**src/rtl/mux4a1_pkg.sv**
```systemverilog
// Shared constants, state encoding and one-hot helper for the 4:1 round-robin arbiter.
// Purely declarative: no latency or flow control of its own.
package mux4a1_pkg;

    localparam int NUM_REQ       = 4;
    localparam int DEF_DATA_W    = 8;
    localparam int DEF_BURST_MAX = 4;

    typedef enum logic {
        ST_IDLE  = 1'b0,
        ST_GRANT = 1'b1
    } state_e;

    function automatic logic [1:0] onehot_idx(input logic [NUM_REQ-1:0] oh);
        logic [1:0] idx;
        idx = 2'd0;
        case (oh)
            4'b0010: idx = 2'd1;
            4'b0100: idx = 2'd2;
            4'b1000: idx = 2'd3;
            default: idx = 2'd0;
        endcase
        return idx;
    endfunction

endpackage

```
**src/rtl/mux4a1_rr_pick.sv**
```systemverilog
// Round-robin pick: first valid requester at or after ptr (mod 4), one-hot or zero.
// Combinational, zero latency; no flow control.
module mux4a1_rr_pick
    import mux4a1_pkg::*;
(
    input  logic [NUM_REQ-1:0] valid,
    input  logic [1:0]         ptr,
    output logic [NUM_REQ-1:0] onehot
);

    function automatic logic [NUM_REQ-1:0] scan(input logic [NUM_REQ-1:0] v,
                                                input logic [1:0]         p);
        logic [NUM_REQ-1:0] res;
        logic               found;
        logic [1:0]         idx;
        res   = '0;
        found = 1'b0;
        for (int k = 0; k < NUM_REQ; k++) begin
            idx = p + 2'(k);
            if (!found && v[idx]) begin
                res[idx] = 1'b1;
                found    = 1'b1;
            end
        end
        return res;
    endfunction

    always_comb begin
        onehot = scan(valid, ptr);
    end

endmodule

```
**src/rtl/mux4a1_rr_arbiter.sv**
```systemverilog
// Round-robin burst arbiter feeding one registered output stage; 2 cycles valid_in to valid_out.
// Backpressure: out_ready low with valid_out high freezes data, grant and burst count.
module mux4a1_rr_arbiter
    import mux4a1_pkg::*;
#(
    parameter int DATA_W    = DEF_DATA_W,
    parameter int BURST_MAX = DEF_BURST_MAX
) (
    input  logic                clkf,
    input  logic                reset,
    input  logic [NUM_REQ-1:0]  valid_in,
    input  logic [DATA_W-1:0]   data_in0,
    input  logic [DATA_W-1:0]   data_in1,
    input  logic [DATA_W-1:0]   data_in2,
    input  logic [DATA_W-1:0]   data_in3,
    output logic [NUM_REQ-1:0]  ready_out,
    input  logic                out_ready,
    output logic [DATA_W-1:0]   data_out,
    output logic                valid_out,
    output logic [NUM_REQ-1:0]  grant,
    output logic                idle
);

    localparam int              CNT_W    = (BURST_MAX > 1) ? $clog2(BURST_MAX) : 1;
    localparam logic [CNT_W-1:0] CNT_LAST = CNT_W'(BURST_MAX - 1);

    state_e             state_q, state_d;
    logic [1:0]         ptr_q, ptr_d;
    logic [CNT_W-1:0]   cnt_q, cnt_d;
    logic [NUM_REQ-1:0] grant_q, grant_d;
    logic [DATA_W-1:0]  data_q, data_d;
    logic               valid_q, valid_d;

    logic               load;
    logic               accept;
    logic               rotate;
    logic [1:0]         owner;
    logic [1:0]         pick_ptr;
    logic [NUM_REQ-1:0] pick_oh;
    logic [DATA_W-1:0]  owner_dat;

    assign load      = ~valid_q | out_ready;
    assign ready_out = grant_q & {NUM_REQ{load}};
    assign accept    = |(valid_in & ready_out);
    assign owner     = onehot_idx(grant_q);

    // Owner dropping valid rotates even during a stall; a full burst rotates on its last beat.
    assign rotate    = ~valid_in[owner] | (accept && (cnt_q == CNT_LAST));

    // In GRANT the pick already uses the post-rotation pointer so the owner ends up last.
    assign pick_ptr  = (state_q == ST_IDLE) ? ptr_q : 2'(owner + 2'd1);

    always_comb begin
        owner_dat = data_in0;
        case (owner)
            2'd1:    owner_dat = data_in1;
            2'd2:    owner_dat = data_in2;
            2'd3:    owner_dat = data_in3;
            default: owner_dat = data_in0;
        endcase
    end

    mux4a1_rr_pick u_pick (
        .valid  (valid_in),
        .ptr    (pick_ptr),
        .onehot (pick_oh)
    );

    always_comb begin
        state_d = state_q;
        ptr_d   = ptr_q;
        cnt_d   = cnt_q;
        grant_d = grant_q;
        data_d  = data_q;
        valid_d = valid_q;

        if (accept) begin
            data_d  = owner_dat;
            valid_d = 1'b1;
        end else if (out_ready) begin
            valid_d = 1'b0;
        end

        case (state_q)
            ST_IDLE: begin
                if (|valid_in) begin
                    grant_d = pick_oh;
                    cnt_d   = '0;
                    state_d = ST_GRANT;
                end
            end
            ST_GRANT: begin
                if (rotate) begin
                    ptr_d   = 2'(owner + 2'd1);
                    grant_d = pick_oh;
                    cnt_d   = '0;
                    if (pick_oh == '0) begin
                        state_d = ST_IDLE;
                    end
                end else if (accept) begin
                    cnt_d = cnt_q + 1'b1;
                end
            end
            default: state_d = ST_IDLE;
        endcase
    end

    always_ff @(posedge clkf) begin
        if (!reset) begin
            state_q <= ST_IDLE;
            ptr_q   <= 2'd0;
            cnt_q   <= '0;
            grant_q <= '0;
            data_q  <= '0;
            valid_q <= 1'b0;
        end else begin
            state_q <= state_d;
            ptr_q   <= ptr_d;
            cnt_q   <= cnt_d;
            grant_q <= grant_d;
            data_q  <= data_d;
            valid_q <= valid_d;
        end
    end

    assign data_out  = data_q;
    assign valid_out = valid_q;
    assign grant     = grant_q;
    assign idle      = (grant_q == '0);

endmodule

```
**config.mk**
```make
export PLATFORM = sky130hd
export DESIGN_NAME = mux4a1_rr_arbiter
export DESIGN_NICKNAME = d
export VERILOG_FILES = /design/src/rtl/mux4a1_pkg.sv /design/src/rtl/mux4a1_rr_pick.sv /design/src/rtl/mux4a1_rr_arbiter.sv
export SDC_FILE = /design/constraint.sdc
export NUM_CORES = 1
export LEC_CHECK = 0
export ABC_CLOCK_PERIOD_IN_PS = 6300
export BUFFER_PORTS_ARGS = -buffer_cell sky130_fd_sc_hd__buf_2
export CORE_MARGIN = 10
export CORE_UTILIZATION = 53
export CTS_CLUSTER_DIAMETER = 100
export DETAILED_ROUTE_END_ITERATION = 8
export GPL_ROUTABILITY_DRIVEN = 0
export MAX_ROUTING_LAYER = met4
export PLACE_DENSITY = 0.86
export SKIP_CTS_REPAIR_TIMING = 1
export SLEW_MARGIN = 15
export SYNTH_ARGS = -nofsm -noshare
export SYNTH_HDL_FRONTEND = slang
export SYNTH_SLANG_ARGS = --single-unit
```
**constraint.sdc**
```tcl
create_clock -name clkf -period 6.3 [get_ports clkf]
set_input_delay 0.945 -clock clkf [delete_from_list [all_inputs] [get_ports clkf]]
set_output_delay 0.945 -clock clkf [all_outputs]
set_load 0.01 [all_outputs]
```
==> results.py <==
metrics = {
    "worst_setup_path": {
        "rrSetupSlack_ns": 2.93,
        "critPathSlowestCell": "dfxtp_1",
        "cp.arrival_ns": 3.56,
        "crit_family": "simple AND/OR/NAND/NOR gates",
        "critical_path.cell_chain": "xor2_2 -> nand2_1 -> ha_1 -> and2_1 -> or2_1 -> ha_1 -> inv_1 -> o2bb2ai_1 -> and4_1 -> o21ai_0 -> nand4_1 -> nor4_1 -> a21oi_1",
        "worstSetupEndpointType": "register",
        "path_common_cell": "ha_1",
        "critPathMaxStageDelay_ns": 0.51,
        "start_kind": "register",
        "crit_buf_inv": 1,
        "required_ns": 6.49,
        "criticalPathCategory": "reg2reg",
        "cp_max_fo": 7,
    },
    "routing": {
        "wl_met1_um": 1870,
        "vias_per_cell": 6.04,
        "wl_met3_um": 347,
        "ant_nets": 0,
        "initialDrtViolationCount": 159,
        "wl_met2_um": 1980,
        "vias": 1620,
        "firstDrtPassIters": 4,
        "remaining_drc_errors": 0,
        "dr.max_layer_used": "met4",
        "wire_per_inst_um": 15.9,
        "finalWirelength_um": 4260,
    },
    "synthesis": {
        "synthFlopType": "dfxtp_1",
        "synth_top_family_by_area": "simple AND/OR/NAND/NOR gates",
        "yosysTopAreaCell": "dfxtp_1",
        "synth_edf_count": 0,
        "synth_nets": 236,
        "syn-instance-count": 186,
        "yosysWarnings": 0,
        "synth_area_leaders": "dfxtp_1, ha_1, mux2i_1",
        "ys_seq_area_share_pct": 24.5,
        "avgSynthCellArea_um2": 7.92,
        "yosys_register_bits": 18,
        "synth_fa_ha_area_share_pct": 9.35,
        "async_reset_ff_share_pct": 0,
        "synth.top_cell.area_share_pct": 24.5,
        "synth_xor_area_share_pct": 1.70,
        "ys_types": 42,
        "synthSimpleGateAreaFrac_pct": 24.6,
        "synth.cell_area_um2": 1470,
        "synth_compound_area_share_pct": 23.7,
        "synth.area.mux_share_pct": 10.5,
    },
    "timing": {
        "clock.fmax_ghz": 0.297,
        "maxSlewViolCount": 0,
        "maxSlewHeadroom_pct": 48.4,
        "fin_setup_tns_ns": 0,
        "rsz0062_at_grt": "false",
        "worstMarginPinSlew_ns": 0.772,
        "hold_viol": 0,
        "fin_crit_sh_pct": 53.5,
        "period_minus_slack_ns": 3.37,
        "setup_slack_ns": 2.93,
        "fin_skew_ns": 0.00591,
        "finalSetupViolCount": 0,
    },
    "final_layout": {
        "regArea_um2": 360,
        "nets": 288,
        "insertedDiodeCount": 0,
        "drive_gt1_share_pct": 28.7,
        "syn_to_final_growth_pct": 21.8,
        "nFillCells": 255,
        "multi_input_area_um2": 1030,
    },
    "run": {
        "maxCapViolCount": 0,
    },
    "cts": {
        "tritoncts": "done",
        "htreeDepth": 1,
        "cts_buffer_depth": 2,
        "path_clk_slew_ns": 0.11,
        "root_buffer": "clkbuf_4",
        "clock_sinks": 18,
        "cts_buffers": 3,
        "clock_latency_ns": 0.31,
    },
    "floorplanning": {
        "die_y_um": 72.7,
        "die_x_um": 72.7,
        "row_count": 19,
        "dieArea_um2": 5290,
        "core_um2": 2710,
        "start_util_pct": 54.3,
        "ioPinCount": 57,
    },
    "hold_path": {
        "hp-class": "reg2reg",
    },
    "place": {
        "pre_cts_ws_ns": 2.97,
        "hpwl_um": 3400,
        "io_buffers": 56,
    },
    "global_routing": {
        "antenna_found_initial": 0,
        "grt_pass1_wl_um": 6970,
        "grt_pass1_vias": 1561,
        "overflow": 0,
        "grt_max_degree": 18,
        "grt_util_all_layers_pct": 16.2,
    },
    "power": {
        "power.density_nw_per_um2": 452,
        "vdd_drop_max_uv": 281,
        "p_leak_nw": 0.856,
    },
    "outcome": {
        "run_status": "finished clean",
    },
}
kinds of logic (layout without fill, tap and decap cells):
| kind of cell | Yosys count | after routing |
|---|---|---|
| multiplexers | 13 | 13 |
| flip-flops | 18 | 18 |
| XOR/XNOR | 2 | 2 |
| AND/OR/NAND/NOR | 73 | 73 |
| AO/OA/AOI/OAI | 48 | 48 |
| buffers and inverters | 21 | 72 |
| adder cells (fa/ha/maj) | 11 | 11 |
metrics by stage:
step	area (um^2)	cells	power, mW	hold slack (ns)	util [%]
floorplan	1470	186	0.700	0.449	-
detailed placement	1760	264	0.729	0.480	64.9
CTS	1790	268	0.803	0.496	66.2
finish	1790	268	0.811	0.487	66.2
global placement	1760	264	0.719	0.466	64.9
global route	1790	268	0.890	0.532	66.2
flip-flops by register name, summed over array words and instances (netlist names):
signal and cells:
cnt_q 2, ptr_q 2, data_out 8, state_q 1
grant 4, valid_out 1
power by group:
part | internal [mW] | switching, mW | total [mW]
Sequential | 0.148 | 0.0286 | 0.177
Clock | 0.0353 | 0.0384 | 0.0737
Combinational | 0.229 | 0.331 | 0.560
Total | 0.412 | 0.398 | 0.811
placed cells by master (no fill, tap or decap), types with 2 or more instances in the layout:
master	instances
a211oi_1	2
a211oi_2	2
a21oi_1	5
a222oi_1	8
a22oi_1	2
and2_1	6
and4_1	2
buf_2	56
clkbuf_4	3
dfxtp_1	18
ha_1	11
inv_1	9
mux2i_1	11
mux4_2	2
nand2_1	16
nand3_1	3
nand4_1	13
nor2_1	21
nor3_1	3
o21ai_0	16
o21ai_1	2
or2_1	2
or3_1	3
synth_stat cells (2+ instances only):
master     n
nor2_1    21
dfxtp_1   18
nand2_1   16
o21ai_0   16
nand4_1   13
ha_1      11
mux2i_1   11
inv_1      9
a222oi_1   8
clkbuf_1   7
and2_1     6
a21oi_1    5
buf_2      3
nand3_1    3
nor3_1     3
or3_1      3
a211oi_1   2
a211oi_2   2
a22oi_1    2
and4_1     2
mux4_2     2
o21ai_1    2
or2_1      2
path summary, 6_finish.rpt:
check / cells past startpoint / end / start
worst max-delay path: 13 / state_q$_SDFF_PN0_ / grant[3]$_SDFFE_PN0P_
worst min-delay path: 2 / cnt_q[0]$_SDFFE_PN0P_ / cnt_q[0]$_SDFFE_PN0P_
worst max register to register: 13 / state_q$_SDFF_PN0_ / grant[3]$_SDFFE_PN0P_
worst min register to register: 2 / cnt_q[0]$_SDFFE_PN0P_ / cnt_q[0]$_SDFFE_PN0P_
final cells by class:
cell class,count,share of cell area [%]
Multi-Input combinational cell,147,57.4
Sequential cell,18,20.1
Timing Repair Buffer,57,16.0
Inverter,11,2.30
Tap cell,31,2.16
Clock buffer,4,2.02
worst min-delay path, cell delays in order, from the launching register on:
cell,delay (ns)
dfxtp_1,0.34
nand2_1,0.06
a21oi_1,0.05
metal layers:
metal / vias up / GRT usage (%)
li1: 797 / -
met1: 747 / 18.9
met2: 66 / 24.7
met3: 10 / 6.39
met4: 0 / 5.91
met5: - / -
Power figures use the tool's default switching activity.
